File: src/rtl/inst_decoder.sv
// inst_decoder: multi-word instruction decoder for the MACPU core.
// It takes opcode and argument words over a valid/ready fetch handshake.
// It issues one decoded micro-op over a valid/ready issue handshake.
//
// State table:
//   S_OP    | waiting for an opcode word
//   S_ARG   | collecting argument words for the current opcode
//   S_ISSUE | micro-op presented, waiting for i_uop_ready
//
// Ports:
//   clk, rst (async, active-low)
//   i_fetch_data/i_fetch_valid/o_fetch_ready : fetch handshake
//   o_pc_inc                                 : fetch handshake strobe
//   i_lock, i_flush                          : global stall / abort
//   o_uop_valid/i_uop_ready                  : issue handshake
//   o_uop_kind, o_uop_alu_op, o_uop_reg_a, o_uop_reg_b, o_uop_imm, o_uop_addr
//   o_illegal, o_busy                        : status
module inst_decoder #(
  parameter int DATA_W    = 16,
  parameter int ADDR_W    = 16,
  parameter int REG_SEL_W = 4
) (
  input  logic                 clk,
  input  logic                 rst,
  input  logic [DATA_W-1:0]    i_fetch_data,
  input  logic                 i_fetch_valid,
  output logic                 o_fetch_ready,
  output logic                 o_pc_inc,
  input  logic                 i_lock,
  input  logic                 i_flush,
  output logic                 o_uop_valid,
  input  logic                 i_uop_ready,
  output logic [2:0]           o_uop_kind,
  output logic [7:0]           o_uop_alu_op,
  output logic [REG_SEL_W-1:0] o_uop_reg_a,
  output logic [REG_SEL_W-1:0] o_uop_reg_b,
  output logic [DATA_W-1:0]    o_uop_imm,
  output logic [ADDR_W-1:0]    o_uop_addr,
  output logic                 o_illegal,
  output logic                 o_busy
);

  // Shared instruction encodings, matched against word[15:0]
  localparam logic [15:0] OP_NOP    = 16'h0000;
  localparam logic [15:0] OP_LOAD   = 16'h0010;
  localparam logic [15:0] OP_MOV_RR = 16'h0020;
  localparam logic [15:0] OP_ADD    = 16'h0021;
  localparam logic [15:0] OP_MOV_RA = 16'h0030;
  localparam logic [15:0] OP_JMP    = 16'h0040;

  localparam logic [2:0] K_NONE  = 3'd0;
  localparam logic [2:0] K_LDI   = 3'd1;
  localparam logic [2:0] K_ALU   = 3'd2;
  localparam logic [2:0] K_STORE = 3'd3;
  localparam logic [2:0] K_JUMP  = 3'd4;

  typedef enum logic [1:0] {S_OP, S_ARG, S_ISSUE} state_t;

  state_t               state_q, state_d;
  logic                 cnt_q, cnt_d;
  logic [2:0]           kind_q, kind_d;
  logic [7:0]           alu_q, alu_d;
  logic [REG_SEL_W-1:0] reg_a_q, reg_a_d;
  logic [REG_SEL_W-1:0] reg_b_q, reg_b_d;
  logic [DATA_W-1:0]    imm_q, imm_d;
  logic [ADDR_W-1:0]    addr_q, addr_d;
  logic                 illegal_q, illegal_d;

  logic                 upper_nz;
  logic                 fire;
  logic                 op_legal;
  logic                 op_nop;
  logic [2:0]           op_kind;
  logic [7:0]           op_alu;
  logic                 last_arg;

  // Words wider than 16 bits must have a clear upper part to be legal
  if (DATA_W > 16) begin : g_upper
    assign upper_nz = |i_fetch_data[DATA_W-1:16];
  end else begin : g_no_upper
    assign upper_nz = 1'b0;
  end

  assign o_fetch_ready = !i_lock && !i_flush && (state_q != S_ISSUE);
  assign fire          = i_fetch_valid && o_fetch_ready;
  assign o_pc_inc      = fire;
  assign o_uop_valid   = (state_q == S_ISSUE);
  assign o_busy        = (state_q != S_OP);
  assign o_uop_kind    = o_uop_valid ? kind_q : K_NONE;
  assign o_uop_alu_op  = alu_q;
  assign o_uop_reg_a   = reg_a_q;
  assign o_uop_reg_b   = reg_b_q;
  assign o_uop_imm     = imm_q;
  assign o_uop_addr    = addr_q;
  assign o_illegal     = illegal_q;

  // JUMP takes one argument, everything else that reaches S_ARG takes two
  assign last_arg = (kind_q == K_JUMP) || cnt_q;

  always_comb begin
    op_legal = !upper_nz;
    op_nop   = 1'b0;
    op_kind  = K_NONE;
    op_alu   = 8'h00;
    case (i_fetch_data[15:0])
      OP_NOP:    op_nop  = 1'b1;
      OP_LOAD:   op_kind = K_LDI;
      OP_ADD:    op_kind = K_ALU;
      OP_MOV_RR: begin
        op_kind = K_ALU;
        op_alu  = 8'hFF;
      end
      OP_MOV_RA: op_kind = K_STORE;
      OP_JMP:    op_kind = K_JUMP;
      default:   op_legal = 1'b0;
    endcase
  end

  always_comb begin
    state_d   = state_q;
    cnt_d     = cnt_q;
    kind_d    = kind_q;
    alu_d     = alu_q;
    reg_a_d   = reg_a_q;
    reg_b_d   = reg_b_q;
    imm_d     = imm_q;
    addr_d    = addr_q;
    illegal_d = 1'b0;
    if (i_flush) begin
      state_d = S_OP;
      cnt_d   = 1'b0;
      kind_d  = K_NONE;
    end else if (!i_lock) begin
      case (state_q)
        S_OP: begin
          if (fire) begin
            if (!op_legal) begin
              illegal_d = 1'b1;
            end else if (!op_nop) begin
              state_d = S_ARG;
              cnt_d   = 1'b0;
              kind_d  = op_kind;
              alu_d   = op_alu;
              reg_a_d = '0;
              reg_b_d = '0;
              imm_d   = '0;
              addr_d  = '0;
            end
          end
        end
        S_ARG: begin
          if (fire) begin
            case (kind_q)
              K_LDI:
                if (!cnt_q) imm_d = i_fetch_data;
                else        reg_a_d = i_fetch_data[REG_SEL_W-1:0];
              K_ALU:
                if (!cnt_q) reg_a_d = i_fetch_data[REG_SEL_W-1:0];
                else        reg_b_d = i_fetch_data[REG_SEL_W-1:0];
              K_STORE:
                if (!cnt_q) reg_a_d = i_fetch_data[REG_SEL_W-1:0];
                else        addr_d  = i_fetch_data[ADDR_W-1:0];
              default: addr_d = i_fetch_data[ADDR_W-1:0];
            endcase
            if (last_arg) begin
              state_d = S_ISSUE;
              cnt_d   = 1'b0;
            end else begin
              cnt_d = 1'b1;
            end
          end
        end
        S_ISSUE: begin
          if (i_uop_ready) begin
            state_d = S_OP;
            kind_d  = K_NONE;
          end
        end
        default: state_d = S_OP;
      endcase
    end
  end

  always_ff @(posedge clk or negedge rst) begin
    if (!rst) begin
      state_q   <= S_OP;
      cnt_q     <= 1'b0;
      kind_q    <= K_NONE;
      alu_q     <= 8'h00;
      reg_a_q   <= '0;
      reg_b_q   <= '0;
      imm_q     <= '0;
      addr_q    <= '0;
      illegal_q <= 1'b0;
    end else begin
      state_q   <= state_d;
      cnt_q     <= cnt_d;
      kind_q    <= kind_d;
      alu_q     <= alu_d;
      reg_a_q   <= reg_a_d;
      reg_b_q   <= reg_b_d;
      imm_q     <= imm_d;
      addr_q    <= addr_d;
      illegal_q <= illegal_d;
    end
  end

endmodule
File: config.mk
export PLATFORM = sky130hd
export DESIGN_NAME = inst_decoder
export DESIGN_NICKNAME = d
export VERILOG_FILES = /design/src/rtl/inst_decoder.sv
export SDC_FILE = /design/constraint.sdc
export NUM_CORES = 1
export LEC_CHECK = 0
export ABC_AREA = 1
export BUFFER_PORTS_ARGS = -buffer_cell sky130_fd_sc_hd__clkbuf_2
export CAP_MARGIN = 20
export CORE_UTILIZATION = 35
export CTS_CLUSTER_DIAMETER = 80
export CTS_CLUSTER_SIZE = 20
export DETAILED_ROUTE_END_ITERATION = 10
export PLACE_DENSITY_LB_ADDON = 0.05
export SYNTH_ARGS = -nofsm -noshare
export SYNTH_HDL_FRONTEND = slang
export SYNTH_SLANG_ARGS = --single-unit
File: constraint.sdc
create_clock -name clk -period 1.8 [get_ports clk]
set_input_delay 0.27 -clock clk [delete_from_list [all_inputs] [get_ports clk]]
set_output_delay 0.27 -clock clk [all_outputs]
set_load 0.005 [all_outputs]
==> results of run 1 <==
## power groups by stage
stage | Sequential (mW) | Combinational (mW) | Clock (mW)
CTS | 1.08 | 0.130 | 0.866
finish | 1.08 | 0.127 | 0.838
global placement | 1.10 | 0.130 | 0
detailed placement | 1.10 | 0.129 | 0
floorplan | 1.10 | 0.0563 | 0
global route | 1.08 | 0.145 | 0.911
## per-layer routing
| metal | up-vias | global-route usage | share of wire |
|---|---|---|---|
| met1 | 1194 | 0.242 | 0.46 |
| met3 | 9 | 0.0288 | 0.044 |
| met4 | 0 | 0.0565 | 0.014 |
| li1 | 1312 | - | - |
| met2 | 65 | 0.288 | 0.48 |
| met5 | - | 0 | 0 |
## what timing repair did
action	in CTS	in global routing
endpoints found under the setup margin	17	23
gates resized for setup	1	3
buffers inserted	2	4
hold buffers	0	0
pin swaps	1	1
## layout make-up
| type | instances | area [um2] | area share |
|---|---|---|---|
| flip-flops and latches | 48 | 1200 | 0.358 |
| clock inverters | 2 | 38.8 | 0.0115 |
| multi-input cells | 250 | 1250 | 0.373 |
| repair buffers | 95 | 533 | 0.159 |
| inverters | 33 | 126 | 0.0376 |
| well taps | 99 | 124 | 0.0368 |
| clock buffers | 6 | 82.6 | 0.0246 |
## synthesized netlist by cell type, types with 2 or more instances
cell     instances  area (um2)
nand4_1         43         269
o21ai_0          3        15.0
nor3_2           2        20.0
buf_4           11        82.6
nand2_1        114         428
nand2_2          5        31.3
nor2_2           6        37.5
nor3_1           3        15.0
inv_2            6        22.5
inv_1           27         101
nand3_4          3        52.6
nor2_4           4        45.0
o21ai_2          3        26.3
buf_2            5        25.0
buf_6            3        33.8
a21oi_1          2        10.0
nor2_1          37         139
dfrtp_1         48        1200
nand3_1         18        90.1
## through the flow
stage	hold WS (ns)	TNS (ns)
after floorplan	-0.0256	0
after global placement	0.421	0
after detailed placement	0.423	-0.293
after CTS	0.0827	0
after global routing	0.114	0
final	0.0492	0
## registers in the layout (all words and copies together), names as in the netlist
name	flops
o_uop_reg_b	4
o_illegal	1
kind_q	3
o_uop_addr	16
o_uop_alu_op	1
state_q	2
cnt_q	1
o_uop_reg_a	4
o_uop_imm	16
## kinds of logic (layout without fill, tap and decap cells)
kind of cell           count (synthesis)  after routing  share of synthesized area
AO/OA/AOI/OAI                         11             11                     0.0304
buffers and inverters                 53            136                     0.0989
flip-flops                            48             48                      0.442
AND/OR/NAND/NOR                      239            239                      0.429
## worst paths after layout
path                                from              to  slack [ns]  depth (start not counted)
min in group clk           i_fetch_valid       o_illegal        0.27                          3
max reg2reg                    kind_q[1]  o_uop_reg_b[3]        0.19                          7
max in group asynchronous            rst      state_q[1]        1.30                          2
min                                  rst   o_uop_imm[10]        0.05                          2
max                           state_q[1]   o_fetch_ready        0.14                          6
min reg2reg                o_uop_imm[12]   o_uop_imm[12]        0.48                          2
## critical path, delay by kind of cell, from the launching register on
kind                   cells  cell delay (ns)
flip-flops                 1             0.46
buffers and inverters      3             0.35
AND/OR/NAND/NOR            3             0.28
==> results.json, run 1 <==
{
  "syn-cell-area_mm2": 0.00272,
  "internal-power_mw": 1.57,
  "worstSkewPairLatency_ns": 0.30,
  "grt_pass1_vias": 2344,
  "finalWeightedCongestion": 0.869,
  "clkPwrFrac": 0.410,
  "cts_buffers": 5,
  "synth.net_count": 373,
  "vias_per_cell": 4.84,
  "syn_inst": 351,
  "area_growth_pct": 23.6,
  "post-route-util": 0.456,
  "layout_common_cells": "114 x nand2_1, 77 x clkbuf_2, 47 x dfrtp_1",
  "fin_cells": 533,
  "die_h_um": 90.2,
  "final_common_cell": "nand2_1",
  "max-slew-margin-rel": 0.586,
  "pre_cts_ws_ns": -0.0459,
  "dp_hpwl_mm": 5.23,
  "nets": 455,
  "avgSynthCellArea_um2": 7.75,
  "detail_route.wl_per_cell_um": 13.1,
  "dr.first_iter.drc_count": 164,
  "max_freq_mhz": 603,
  "clockBufferDepth": 2,
  "dpl_cell_area_mm2": 0.00319,
  "num_rows": 31,
  "min_path_type": "in -> async",
  "antenna_found_initial": 0,
  "crit_path_end_kind": "output pin",
  "dieWidth_um": 90.2,
  "ant_nets": 0,
  "pwr_density_cell_mw_per_mm2": 608,
  "cpPeakStageDelay_ns": 0.46,
  "p_leak_nw": 1.93,
  "crit_fanout": 5,
  "firstDrtPassIters": 4,
  "total_power_mw": 2.04,
  "fin_crit_sh": 0.922,
  "grt_usage": 0.178,
  "seq_power_share": 0.528,
  "num_io_pins": 78,
  "status": "finished, final reports clean",
  "path_clk_slew_ns": 0.09,
  "arrival_ns": 1.39,
  "synth_edf_count": 0,
  "crit_chain": "inv_4 > nor2_2 > inv_1 > nand2_1 > nor2_1 > clkbuf_2",
  "crit_slowest_cell": "dfrtp_2",
  "ys_dominant_reg_cell": "dfrtp_1",
  "synthArstFlopShare": 1.00,
  "final.setup_skew_ns": 0.00588,
  "synth_seq_cells": 48,
  "synthDistinctLibCells": 27,
  "io_buffers": 77,
  "rsz0062_at_grt": "false",
  "num_vias": 2580,
  "cts_max_level": 2,
  "ys_warn_count": 0,
  "hold_viol": 0,
  "drv_slew": 0,
  "critPathKind": "reg -> out",
  "finalSetupViolations": 0,
  "cp-start-kind": "flip-flop",
  "setup_slack_ns": 0.141,
  "switching_power_uw": 469,
  "overflow": 0,
  "dp_cells": 519,
  "floorplan.initialDensity": 0.369,
  "cts_root_buffer": "clkbuf_8",
  "cts_tree": "yes",
  "cts.sinks": 48,
  "ys_seq_area_frac": 0.442,
  "tightest_slew_ns": 0.621,
  "finalCriticalPeriod_ns": 1.66,
  "wl_mm": 7.00,
  "drc": 0,
  "grt_pass1_wl_mm": 11.6,
  "core_mm2": 0.00737,
  "design_area_mm2": 0.00336,
  "drv_cap": 0,
  "comb_power_share": 0.062,
  "power.ir.vdd_worst_uv": 258,
  "design.die.area_mm2": 0.00813,
  "required_ns": 1.53,
  "power.share.switching": 0.230,
  "drive_gt1_frac": 0.323,
  "num_antenna_cells": 0,
  "fill_cells": 810,
  "grt_max_degree": 49
}
Note: power is estimated with default switching activity, not from simulation.
==> inputs of run 2 (changes only) <==
--- a/config.mk
+++ b/config.mk
@@ -14,4 +14,5 @@
 export DETAILED_ROUTE_END_ITERATION = 10
 export PLACE_DENSITY_LB_ADDON = 0.05
+export SETUP_SLACK_MARGIN = 0.2
 export SYNTH_ARGS = -nofsm -noshare
 export SYNTH_HDL_FRONTEND = slang
==> constraint.sdc (replaced) <==
create_clock -name clk -period 1.8 [get_ports clk]
set_input_delay 0 -clock clk [delete_from_list [all_inputs] [get_ports clk]]
set_output_delay 0 -clock clk [all_outputs]
set_load 0.005 [all_outputs]
==> results.json, run 2 (synthesized netlist as in run 1, its figures left out) <==
{
  "status": "finished, final reports clean",
  "rsz0062_at_grt": "true",
  "die_h_um": 90.2,
  "grt_pass1_wl_mm": 12.1,
  "cts.sinks": 48,
  "detail_route.wl_per_cell_um": 14.3,
  "cp-start-kind": "flip-flop",
  "core_mm2": 0.00737,
  "tns_ns": 0,
  "drv_slew": 0,
  "power.ir.vdd_worst_uv": 321,
  "vias_per_cell": 4.96,
  "critPathLaunch": "kind_q[2]",
  "tightest_slew_ns": 0.495,
  "dp_hpwl_mm": 5.44,
  "drive_gt1_frac": 0.359,
  "grt_pass1_vias": 2445,
  "cts_max_level": 2,
  "cts_root_buffer": "clkbuf_8",
  "arrival_ns": 1.72,
  "grt_usage": 0.188,
  "dpl_cell_area_mm2": 0.00315,
  "crit_fanout": 8,
  "required_ns": 2.00,
  "area_growth_pct": 27.0,
  "whs_ns": 0.0411,
  "pwr_density_cell_mw_per_mm2": 568,
  "max-slew-margin-rel": 0.670,
  "floorplan.initialDensity": 0.369,
  "final.setup_skew_ns": 0.00525,
  "firstDrtPassIters": 4,
  "num_vias": 2650,
  "ant_nets": 0,
  "num_antenna_cells": 0,
  "antenna_found_initial": 0,
  "fin_crit_sh": 0.848,
  "dr.first_iter.drc_count": 207,
  "critPathKind": "reg -> reg",
  "finalCriticalPeriod_ns": 1.53,
  "drc": 0,
  "final_common_cell": "nand2_1",
  "num_rows": 31,
  "finalSetupViolations": 0,
  "min_path_type": "in -> reg",
  "post-route-util": 0.469,
  "setup_slack_ns": 0.274,
  "path_clk_slew_ns": 0.09,
  "layout_common_cells": "103 x nand2_1, 77 x clkbuf_2, 45 x dfrtp_1",
  "nets": 458,
  "max_freq_mhz": 655,
  "p_leak_nw": 1.94,
  "cts_buffers": 5,
  "grt_max_degree": 25,
  "hold_viol": 0,
  "io_buffers": 77,
  "design.die.area_mm2": 0.00813,
  "finalWeightedCongestion": 0.900,
  "rr_startpoint": "kind_q[2]",
  "min-delay-start": "i_fetch_data[12]",
  "multiInputGateArea_mm2": 0.00134,
  "num_io_pins": 78,
  "pre_cts_ws_ns": 0.0673,
  "ff_latch_area_mm2": 0.00120,
  "drv_cap": 0,
  "fill_cells": 780,
  "design_area_mm2": 0.00345,
  "dieWidth_um": 90.2,
  "clockBufferDepth": 2,
  "crit_path_end_kind": "flip-flop",
  "worstSkewPairLatency_ns": 0.30,
  "cts_tree": "yes",
  "wl_mm": 7.63,
  "overflow": 0
}
==> run 2: changes by cell type in the layout (fill, tap and decap cells not counted), moves of 2 or more <==
| cell | previous run | this run |
|---|---|---|
| dfrtp_1 | 47 | 45 |
| nand3_2 | 1 | 3 |
| dfrtp_2 | 1 | 3 |
| nor2_2 | 8 | 6 |
| buf_6 | 0 | 2 |
| inv_2 | 5 | 8 |
| buf_4 | 17 | 14 |
| nand2_1 | 114 | 103 |
| nand2_2 | 5 | 16 |
| nor3_4 | 0 | 2 |
| inv_1 | 27 | 25 |
==> run 2: timing repair <==
item	CTS	global route
setup endpoints to repair	16	48
hold endpoints to repair	14	0
resized for setup	0	28
hold buffers	1	0
pin swaps	1	9
setup buffers	2	6
cloned	0	3
==> run 2: where the power goes <==
part / internal, mW / switching (mW)
clock network: 0.399 / 0.352
registers: 1.08 / 0.000331
logic: 0.0427 / 0.0903
==> run 2: layout make-up <==
class | count | area share
clock buffers | 5 | 0.0199
inverters | 33 | 0.0359
clock inverters | 1 | 0.00869
well taps | 99 | 0.0359
multi-input cells | 252 | 0.386
flip-flops and latches | 48 | 0.349
repair buffers | 96 | 0.164
==> run 2: stage by stage <==
stage | power [mW] | std cells
2_1_floorplan | 1.16 | 351
3_3_place_gp | 1.23 | 516
3_5_place_dp | 1.23 | 516
4_1_cts | 1.99 | 525
5_1_grt | 2.05 | 534
6_report | 1.96 | 534
==> run 2: per-layer routing <==
layer  GRT usage  part of all wire
met1       0.249              0.46
met4      0.0538             0.010
met3      0.0338             0.044
met5           0                 0
met2       0.312              0.48
==> run 2: critical path, cell delays in order, from the launching register on <==
cell and delay (ns):
dfrtp_2 0.46, nor2_2 0.15, nand2_2 0.08, inv_2 0.07, a21oi_2 0.06, nor2_4 0.18
nand3_2 0.23, nand2_1 0.14, nand2_1 0.05
==> run 2: worst paths after layout <==
path | endpoint | slack, ns | depth (start not counted)
min in group asynchronous | o_uop_imm[9] | 0.19 | 2
worst min-delay path | o_uop_addr[12] | 0.04 | 5
max in group asynchronous | o_uop_addr[2] | 0.95 | 3
worst max register to register | o_uop_imm[5] | 0.27 | 8
worst max-delay path | o_uop_imm[5] | 0.27 | 8
worst min register to register | o_uop_imm[2] | 0.48 | 2
